===== config.mk =====
export PLATFORM = sky130hd
export DESIGN_NAME = bus_io_bridge
export DESIGN_NICKNAME = d
export VERILOG_FILES = /design/src/rtl/bus_io_bridge.sv
export SDC_FILE = /design/constraint.sdc
export NUM_CORES = 1
export LEC_CHECK = 0
export CAP_MARGIN = 20
export CELL_PAD_IN_SITES_DETAIL_PLACEMENT = 0
export CELL_PAD_IN_SITES_GLOBAL_PLACEMENT = 1
export CORE_UTILIZATION = 31
export CTS_CLUSTER_DIAMETER = 50
export DETAILED_ROUTE_END_ITERATION = 10
export GPL_TIMING_DRIVEN = 0
export PLACE_DENSITY = 0.75
export SLEW_MARGIN = 20
export SYNTH_ARGS = -nofsm -noshare
export SYNTH_HDL_FRONTEND = slang
export SYNTH_SLANG_ARGS = --single-unit

===== constraint.sdc =====
create_clock -name cpu_clk -period 13.94 [get_ports cpu_clk]
set_clock_uncertainty 0.1 [all_clocks]
set_input_delay 2.788 -clock cpu_clk [delete_from_list [all_inputs] [get_ports cpu_clk]]
set_output_delay 2.788 -clock cpu_clk [all_outputs]
set_load 0.05 [all_outputs]

===== src/rtl/bus_io_bridge.sv =====
// bus_io_bridge: responder end of the CPU data bus. Decodes each full-word
// access to external DRAM or to the on-chip peripherals: LED register, 7-seg
// digit register with scan driver, free-running timer, and synchronized
// switches/buttons. Read data is combinational from Bus_addr. Writes commit
// on the rising cpu_clk edge.
//
// Ports:
//   cpu_clk, cpu_rst   clock, asynchronous active-high reset
//   Bus_addr/we/wdata  CPU request (byte address, write strobe, write data)
//   Bus_rdata          combinational read data
//   dram_addr/we/wdata DRAM request (word address), dram_rdata async DRAM data
//   sw, btn            raw asynchronous switches and buttons
//   led                LED register
//   dig_en, dig_seg    active-low digit enables and segments {A..G,DP}
module bus_io_bridge #(
   parameter int unsigned SCAN_DIV = 50000,
   parameter int unsigned TICK_DIV = 25000,
   parameter int unsigned DRAM_AW  = 14
) (
   input  logic               cpu_clk,
   input  logic               cpu_rst,
   input  logic [31:0]        Bus_addr,
   input  logic               Bus_we,
   input  logic [31:0]        Bus_wdata,
   output logic [31:0]        Bus_rdata,
   output logic [DRAM_AW-1:0] dram_addr,
   input  logic [31:0]        dram_rdata,
   output logic               dram_we,
   output logic [31:0]        dram_wdata,
   input  logic [23:0]        sw,
   input  logic [4:0]         btn,
   output logic [23:0]        led,
   output logic [7:0]         dig_en,
   output logic [7:0]         dig_seg
);

   localparam logic [31:0] IO_BASE  = 32'hFFFF_F000;
   localparam logic [31:0] ADDR_DIG = 32'hFFFF_F000;
   localparam logic [31:0] ADDR_TMR = 32'hFFFF_F020;
   localparam logic [31:0] ADDR_LED = 32'hFFFF_F060;
   localparam logic [31:0] ADDR_SW  = 32'hFFFF_F070;
   localparam logic [31:0] ADDR_BTN = 32'hFFFF_F078;

   localparam int unsigned SCW = (SCAN_DIV > 1) ? $clog2(SCAN_DIV) : 1;
   localparam int unsigned TKW = (TICK_DIV > 1) ? $clog2(TICK_DIV) : 1;
   localparam logic [SCW-1:0] SCAN_LAST = SCW'(SCAN_DIV - 1);
   localparam logic [TKW-1:0] TICK_LAST = TKW'(TICK_DIV - 1);

   logic [23:0]    led_q;
   logic [31:0]    dig_q;
   logic [31:0]    tmr_q;
   logic [TKW-1:0] pre_q;
   logic [SCW-1:0] scnt_q;
   logic [2:0]     idx_q;
   logic [23:0]    sw_meta_q,  sw_sync_q;
   logic [4:0]     btn_meta_q, btn_sync_q;

   logic dram_hit, dig_hit, tmr_hit, led_hit, sw_hit, btn_hit;
   logic wr_dig, wr_tmr, wr_led;
   logic [3:0] nib;

   // Address decode: everything below the IO page is DRAM, IO uses exact matches.
   assign dram_hit = (Bus_addr < IO_BASE);
   assign dig_hit  = (Bus_addr == ADDR_DIG);
   assign tmr_hit  = (Bus_addr == ADDR_TMR);
   assign led_hit  = (Bus_addr == ADDR_LED);
   assign sw_hit   = (Bus_addr == ADDR_SW);
   assign btn_hit  = (Bus_addr == ADDR_BTN);

   assign wr_dig = Bus_we & dig_hit;
   assign wr_tmr = Bus_we & tmr_hit;
   assign wr_led = Bus_we & led_hit;

   // DRAM port: gated by reset so a write in flight during reset never lands.
   assign dram_addr  = Bus_addr[DRAM_AW+1:2];
   assign dram_wdata = Bus_wdata;
   assign dram_we    = Bus_we & dram_hit & ~cpu_rst;

   // Read mux; unmapped IO addresses return zero.
   always_comb begin
      Bus_rdata = 32'h0;
      if (dram_hit)     Bus_rdata = dram_rdata;
      else if (dig_hit) Bus_rdata = dig_q;
      else if (tmr_hit) Bus_rdata = tmr_q;
      else if (led_hit) Bus_rdata = {8'h00, led_q};
      else if (sw_hit)  Bus_rdata = {8'h00, sw_sync_q};
      else if (btn_hit) Bus_rdata = {27'h0, btn_sync_q};
   end

   // Writable IO registers and input synchronizers.
   always_ff @(posedge cpu_clk or posedge cpu_rst) begin
      if (cpu_rst) begin
         led_q      <= 24'h0;
         dig_q      <= 32'h0;
         sw_meta_q  <= 24'h0;
         sw_sync_q  <= 24'h0;
         btn_meta_q <= 5'h0;
         btn_sync_q <= 5'h0;
      end else begin
         sw_meta_q  <= sw;
         sw_sync_q  <= sw_meta_q;
         btn_meta_q <= btn;
         btn_sync_q <= btn_meta_q;
         if (wr_led) led_q <= Bus_wdata[23:0];
         if (wr_dig) dig_q <= Bus_wdata;
      end
   end

   // Timer: prescaler wrap bumps the count; a CPU write takes priority.
   always_ff @(posedge cpu_clk or posedge cpu_rst) begin
      if (cpu_rst) begin
         pre_q <= '0;
         tmr_q <= 32'h0;
      end else if (wr_tmr) begin
         pre_q <= '0;
         tmr_q <= Bus_wdata;
      end else if (pre_q == TICK_LAST) begin
         pre_q <= '0;
         tmr_q <= tmr_q + 32'd1;
      end else begin
         pre_q <= pre_q + TKW'(1);
      end
   end

   // Digit scan: idx steps through the eight digits once per SCAN_DIV cycles.
   always_ff @(posedge cpu_clk or posedge cpu_rst) begin
      if (cpu_rst) begin
         scnt_q <= '0;
         idx_q  <= 3'd0;
      end else if (scnt_q == SCAN_LAST) begin
         scnt_q <= '0;
         idx_q  <= idx_q + 3'd1;
      end else begin
         scnt_q <= scnt_q + SCW'(1);
      end
   end

   assign led    = led_q;
   assign dig_en = ~(8'b1 << idx_q);
   assign nib    = 4'(dig_q >> {idx_q, 2'b00});

   // Hex to active-low segments {A,B,C,D,E,F,G,DP}; DP held off.
   always_comb begin
      dig_seg = 8'hFF;
      case (nib)
         4'h0: dig_seg = 8'h03;
         4'h1: dig_seg = 8'h9F;
         4'h2: dig_seg = 8'h25;
         4'h3: dig_seg = 8'h0D;
         4'h4: dig_seg = 8'h99;
         4'h5: dig_seg = 8'h49;
         4'h6: dig_seg = 8'h41;
         4'h7: dig_seg = 8'h1F;
         4'h8: dig_seg = 8'h01;
         4'h9: dig_seg = 8'h09;
         4'hA: dig_seg = 8'h11;
         4'hB: dig_seg = 8'hC1;
         4'hC: dig_seg = 8'h63;
         4'hD: dig_seg = 8'h85;
         4'hE: dig_seg = 8'h61;
         4'hF: dig_seg = 8'h71;
         default: dig_seg = 8'hFF;
      endcase
   end

endmodule


# ---- Word-level counts from Yosys, hierarchy flattened
# Memory sizes are Yosys's and may differ from the RTL's.
# Index checks and enable logic that the tools add are counted.
dict set report totals {
  regBits 180
  romBits 112
  n_memories 1
  output_inout_bits 119
  input_bits 128
}
# memory words width read_ports rd_clocked_by_memory_dff write_ports line
set mem_list {}
lappend mem_list {{(no name shown)} 16 7 1 0 0 145} ;# case (nib)
dict set report op_classes {
  muxes 11
  eq_ne 7
  n_reduce_logical 1
  bitwise 7
  n_lt_le_gt_ge 1
  addsub 4
  n_shift 2
}
# cell count
set op_table {}
lappend op_table {{32-bit == test, second input constant} 5}
lappend op_table {{32-bit 2-to-1 mux} 5}
lappend op_table {{24-bit 2-to-1 mux} 2}
lappend op_table {{32-bit by 1-bit adder with 32-bit output, second input constant} 1}
lappend op_table {{32-bit less-than comparator, second input constant} 1}
lappend op_table {{32-bit by 5-bit right shift with 4-bit output} 1}
lappend op_table {{15-bit 2-to-1 mux} 2}
lappend op_table {{16-bit by 1-bit adder with 16-bit output, second input constant} 1}
lappend op_table {{16-bit == test, second input constant} 1}
lappend op_table {{16-bit 2-to-1 mux} 1}
lappend op_table {{15-bit by 1-bit adder with 15-bit output, second input constant} 1}
lappend op_table {{15-bit == test, second input constant} 1}
lappend op_table {{8-bit NOT} 1}
lappend op_table {{1-bit by 3-bit left shift with 8-bit output, first input constant} 1}
lappend op_table {{1-bit AND} 5}
lappend op_table {{5-bit 2-to-1 mux} 1}
lappend op_table {{3-bit by 1-bit adder with 3-bit output, second input constant} 1}
lappend op_table {{2-bit nonzero test} 1}
lappend op_table {{1-bit NOT} 1}

# ---- Longest topological paths before layout
dict set report depth {
  depth_word 7
  depth_mapped 8
}

# ---- Least setup slack after synthesis
# No wires, ideal clock.
dict set report synth_path {
  path_kind {input to output}
  from {input cpu_rst}
  to {output dram_we}
  n_path_buf 0
  stages 2
  setup_slack_ps 3657
  t_required_ps 11052
  arrival_ps 7395
  path_cell_list {inv_1 and3_1}
}
dict set report synth_between {
  elab_chain_len 2
}
# item line
set synth_rtl {}
lappend synth_rtl {{start: declaration} 21} ;# input logic cpu_rst,
lappend synth_rtl {{1-bit NOT} 77} ;# assign dram_we = Bus_we & dram_hit & ~cpu_rst;
lappend synth_rtl {{1-bit AND} 77}
lappend synth_rtl {{end: declaration} 28} ;# output logic dram_we,
# No other way between the ends.

# ---- Worst setup path after layout
dict set report layout_path {
  from {input Bus_addr[3]}
  to {output Bus_rdata[7]}
}
dict set report layout_between {
  elab_chain_len 6
  elab_cells_between_ends 10
  cone_classes {1 x order compare; 4 x eq/ne; 5 x mux}
}
# item line
set layout_rtl {}
lappend layout_rtl {{start: declaration} 22} ;# input logic [31:0] Bus_addr,
lappend layout_rtl {{branches (longest 5 deep; another with 32-bit less-than comparator)} n/a}
lappend layout_rtl {{32-bit 2-to-1 mux (*)} 82} ;# if (dram_hit) Bus_rdata = dram_rdata;
lappend layout_rtl {{end: declaration} 25} ;# output logic [31:0] Bus_rdata,
# Mark *: on every way between the ends.

==> reports/summary.txt <==
Status = finished, final reports clean
# IOs = 247
Largest net degree at the start of global routing = 109
Detailed Place HPWL = 20,900 µm
Drt drc = 0
Vias in the first global route = 7,560
Fmax = 105 MHz
# hold bufs at CTS = 0
Die Y = 174 µm
Yosys cell types = 48
Share of cells above drive strength 1 = 13.7%
Hold depth = 0
Multi-input logic area = 4100 µm²
Max Transition Viols Final = 0
CP endpoint kind = output port
Average size of a mapped cell = 10.5 µm²
YS warnings = 0
N_diodes = 0
Simple-Gate Fraction of Synth Area = 15.1%
Post-CTS sizing = 0
Ys async rst share = 100%
Placeable core area = 29,000 µm²
Post-synthesis cell area = 9220 µm²
Complex-gate fraction of the synthesized area = 8.25%
Antenna Violating Nets Remaining = 0
XOR/XNOR Fraction of Synth Area = 5.51%
Routed vias = 7,385
RD Place Congestion = 0.845
Layout Cells excl Fill = 1,534
DP Area = 12,200 µm²
Largest family of logic cells by synthesized area = simple AND/OR/NAND/NOR gates
Clk_lat worst skew = 0.44 ns
Critical Path Start Type = input pin
R2R depth = 6
Commonest non-fill, non-tap cell in the layout = clkdlybuf4s50_1
Seq. cell area = 4500 µm²
Worst flop-to-flop path startpoint = pre_q[3]$_DFF_PP0_
# clock sinks = 180
Post-synth EDFFs = 0
Total die area = 30,400 µm²
VDD IR-drop max = 0.0000722 V
Sum Neg Setup Slack = 0 ns
Syn Nets = 1,018
Final nets = 1,280
Cell chain of the critical path = clkdlybuf4s50_1 -> or4_1 -> buf_2 -> nor2_1 -> clkbuf_1 -> o221ai_1 -> o21ai_0 -> clkdlybuf4s50_1
Setup violators final = 0
Most frequent cells in the layout = clkdlybuf4s50_1, dfrtp_1, nor2_1
Global Route Usage Sum = 18.2%
Hold path startpoint = sw_meta_q[21]$_DFF_PP0_
Antenna violations before repair = 1
Top_reg_cell synth = dfrtp_1
Number of buffers created by CTS = 17
H-tree levels = 4
Largest stage delay on the critical path = 0.83 ns
Drt wl/cell = 17.9 µm
Crit path max-delay cell type = clkdlybuf4s50_1
Adder-Cell Fraction of Synth Area = 2.04%
Cell Pwr Density = 91.3 nW/µm²
Synth Register Bits = 180
Required @ worst endpoint = 11.05 ns
Routed WL = 27,400 µm
Final period utilization = 68.1%
RSZ-0062 raised after global routing = no
# Max-Cap Violations = 0
Seq/Total Area, Yosys = 48.9%
Final Worst Setup Slack = 4.45 ns
Rows = 62
DRT iter0 DRCs = 366
R2R Setup Slk = 11.14 ns
Post-route cell area = 12,700 µm²
Worst EP arrival = 6.60 ns
CTS Buffer Depth = 2
Initial core utilization = 31.8%
P_leak = 5.58 nW
Hold Violations, Final = 0
Cell repeated most along the worst path = clkdlybuf4s50_1
Worst Tran Pin Value = 0.855 ns
Clock-pin transition on the worst setup and hold timing paths = 0.07 ns
Grt total ovfl = 0
Critical path type = in -> out
Crit Path Max Fanout = 10
Port bufs = 242
First-pass GRT wire length = 42,700 µm
Syn-to-layout area delta = 38.3%
Mean number of vias per cell = 4.81
Period minus WS final = 9.49 ns
CTS tree = done
Worst Hold Class = reg -> reg
RR Endpoint = tmr_q[3]$_DFFE_PP0P_
Post-CTS Setup Bufs = 0
Die width = 174 µm
Worst rel slew slack = 43.0%
Worst slack at placement = 4.45 ns
Mapped Cells = 875
First-pass DRT Iterations = 5
Post-synthesis mux area share = 13.5%
Endpoint with the worst hold slack = sw_sync_q[21]$_DFF_PP0_
Root Buffer = clkbuf_16
Fill cells = 2,806
DP Cell Count = 1,502
[registers in the layout, indices dropped and copies added (netlist names)]
signal	cells
btn_meta_q	5
scnt_q	16
sw_meta_q	24
sw_sync_q	24
idx_q	3
dig_q	32
pre_q	15
led	24
btn_sync_q	5
tmr_q	32
[synthesized netlist by cell type, drive strengths merged (2+ instances only)]
cell	number	share of area [%]
a21oi	37	2.0
a221o	5	0.54
a22o	3	0.29
a2bb2oi	5	0.48
and2	2	0.14
and3	11	0.75
and4	7	0.67
buf	59	4.6
clkbuf	31	1.3
dfrtp	180	49
ha	15	2.0
inv	21	0.86
mux2	57	7.0
mux2i	42	4.6
mux4	8	2.0
nand2	64	2.6
nand3	23	1.2
nand4	20	1.4
nor2	77	3.2
nor2b	20	1.4
nor3	24	1.4
nor4	15	1.0
nor4b	4	0.54
nor4bb	2	0.22
o211ai	16	1.3
o21ai	36	2.0
o221ai	3	0.29
o22ai	17	1.2
or3	2	0.14
or4	3	0.24
xnor2	44	4.2
xor2	14	1.3
[metal layers]
| metal | up-vias | global-route usage (%) | part of all wire, % | routed length [µm] |
|---|---|---|---|---|
| met4 | 2 | 5.92 | 2.2 | 591 |
| met2 | 209 | 30.4 | 48 | 13300 |
| met3 | 31 | 4.20 | 5.6 | 1530 |
| met5 | - | 0 | 0.037 | 10 |
| li1 | 3566 | - | - | - |
| met1 | 3577 | 23.3 | 44 | 12000 |
[critical path, delay by kind of cell]
kind            cells  cell delay, ns
compound gates      2            0.49
buf+inv             4            2.10
simple gates        2            1.20
[logic make-up (layout without fill, tap and decap cells)]
kind of cell | Yosys count | after routing
AOI/OAI and AO/OA | 125 | 125
xor gates and xnor gates | 58 | 58
adders and majority gates | 15 | 15
other | 1 | 1
muxes | 107 | 107
buffers and inverters | 111 | 386
and+or+nand+nor | 278 | 278
DFF | 180 | 180
[where the power goes]
part           switching [mW]  internal, mW
combinational          0.0850        0.0681
sequential            0.00220         0.530
clock                   0.238         0.241
[layout make-up]
class,count,area share (%)
buffer,90,4.21
clock buffer,18,3.37
clock inverter,14,1.25
multi-input combinational,584,32.2
tap,384,3.77
sequential,180,35.3
timing repair buffer,243,19.2
inverter,21,0.677
[metrics by stage]
step / util, % / hold WS (ns) / power, mW
6_report: 43.9 / 0.251 / 1.16
5_1_grt: 43.9 / 0.257 / 1.20
4_1_cts: 43.9 / 0.251 / 1.17
3_5_place_dp: 41.9 / 0.235 / 0.697
3_3_place_gp: 41.8 / 0.233 / 0.695
2_1_floorplan: - / 0.231 / 0.622
[worst max path at each step]
| stage | from | to | slack [ns] | depth (start not counted) |
|---|---|---|---|---|
| after CTS | Bus_addr[3] | Bus_rdata[15] | 4.47 | 8 |
| after global placement | cpu_rst | dram_we | 1.15 | 4 |
| final | Bus_addr[3] | Bus_rdata[7] | 4.45 | 8 |
| after detailed placement | Bus_addr[3] | Bus_rdata[15] | 4.45 | 8 |
| after floorplan | cpu_rst | dram_we | 3.66 | 2 |
| after global routing | Bus_addr[3] | Bus_rdata[7] | 4.26 | 8 |
Note: power is estimated with default switching activity, not from simulation.
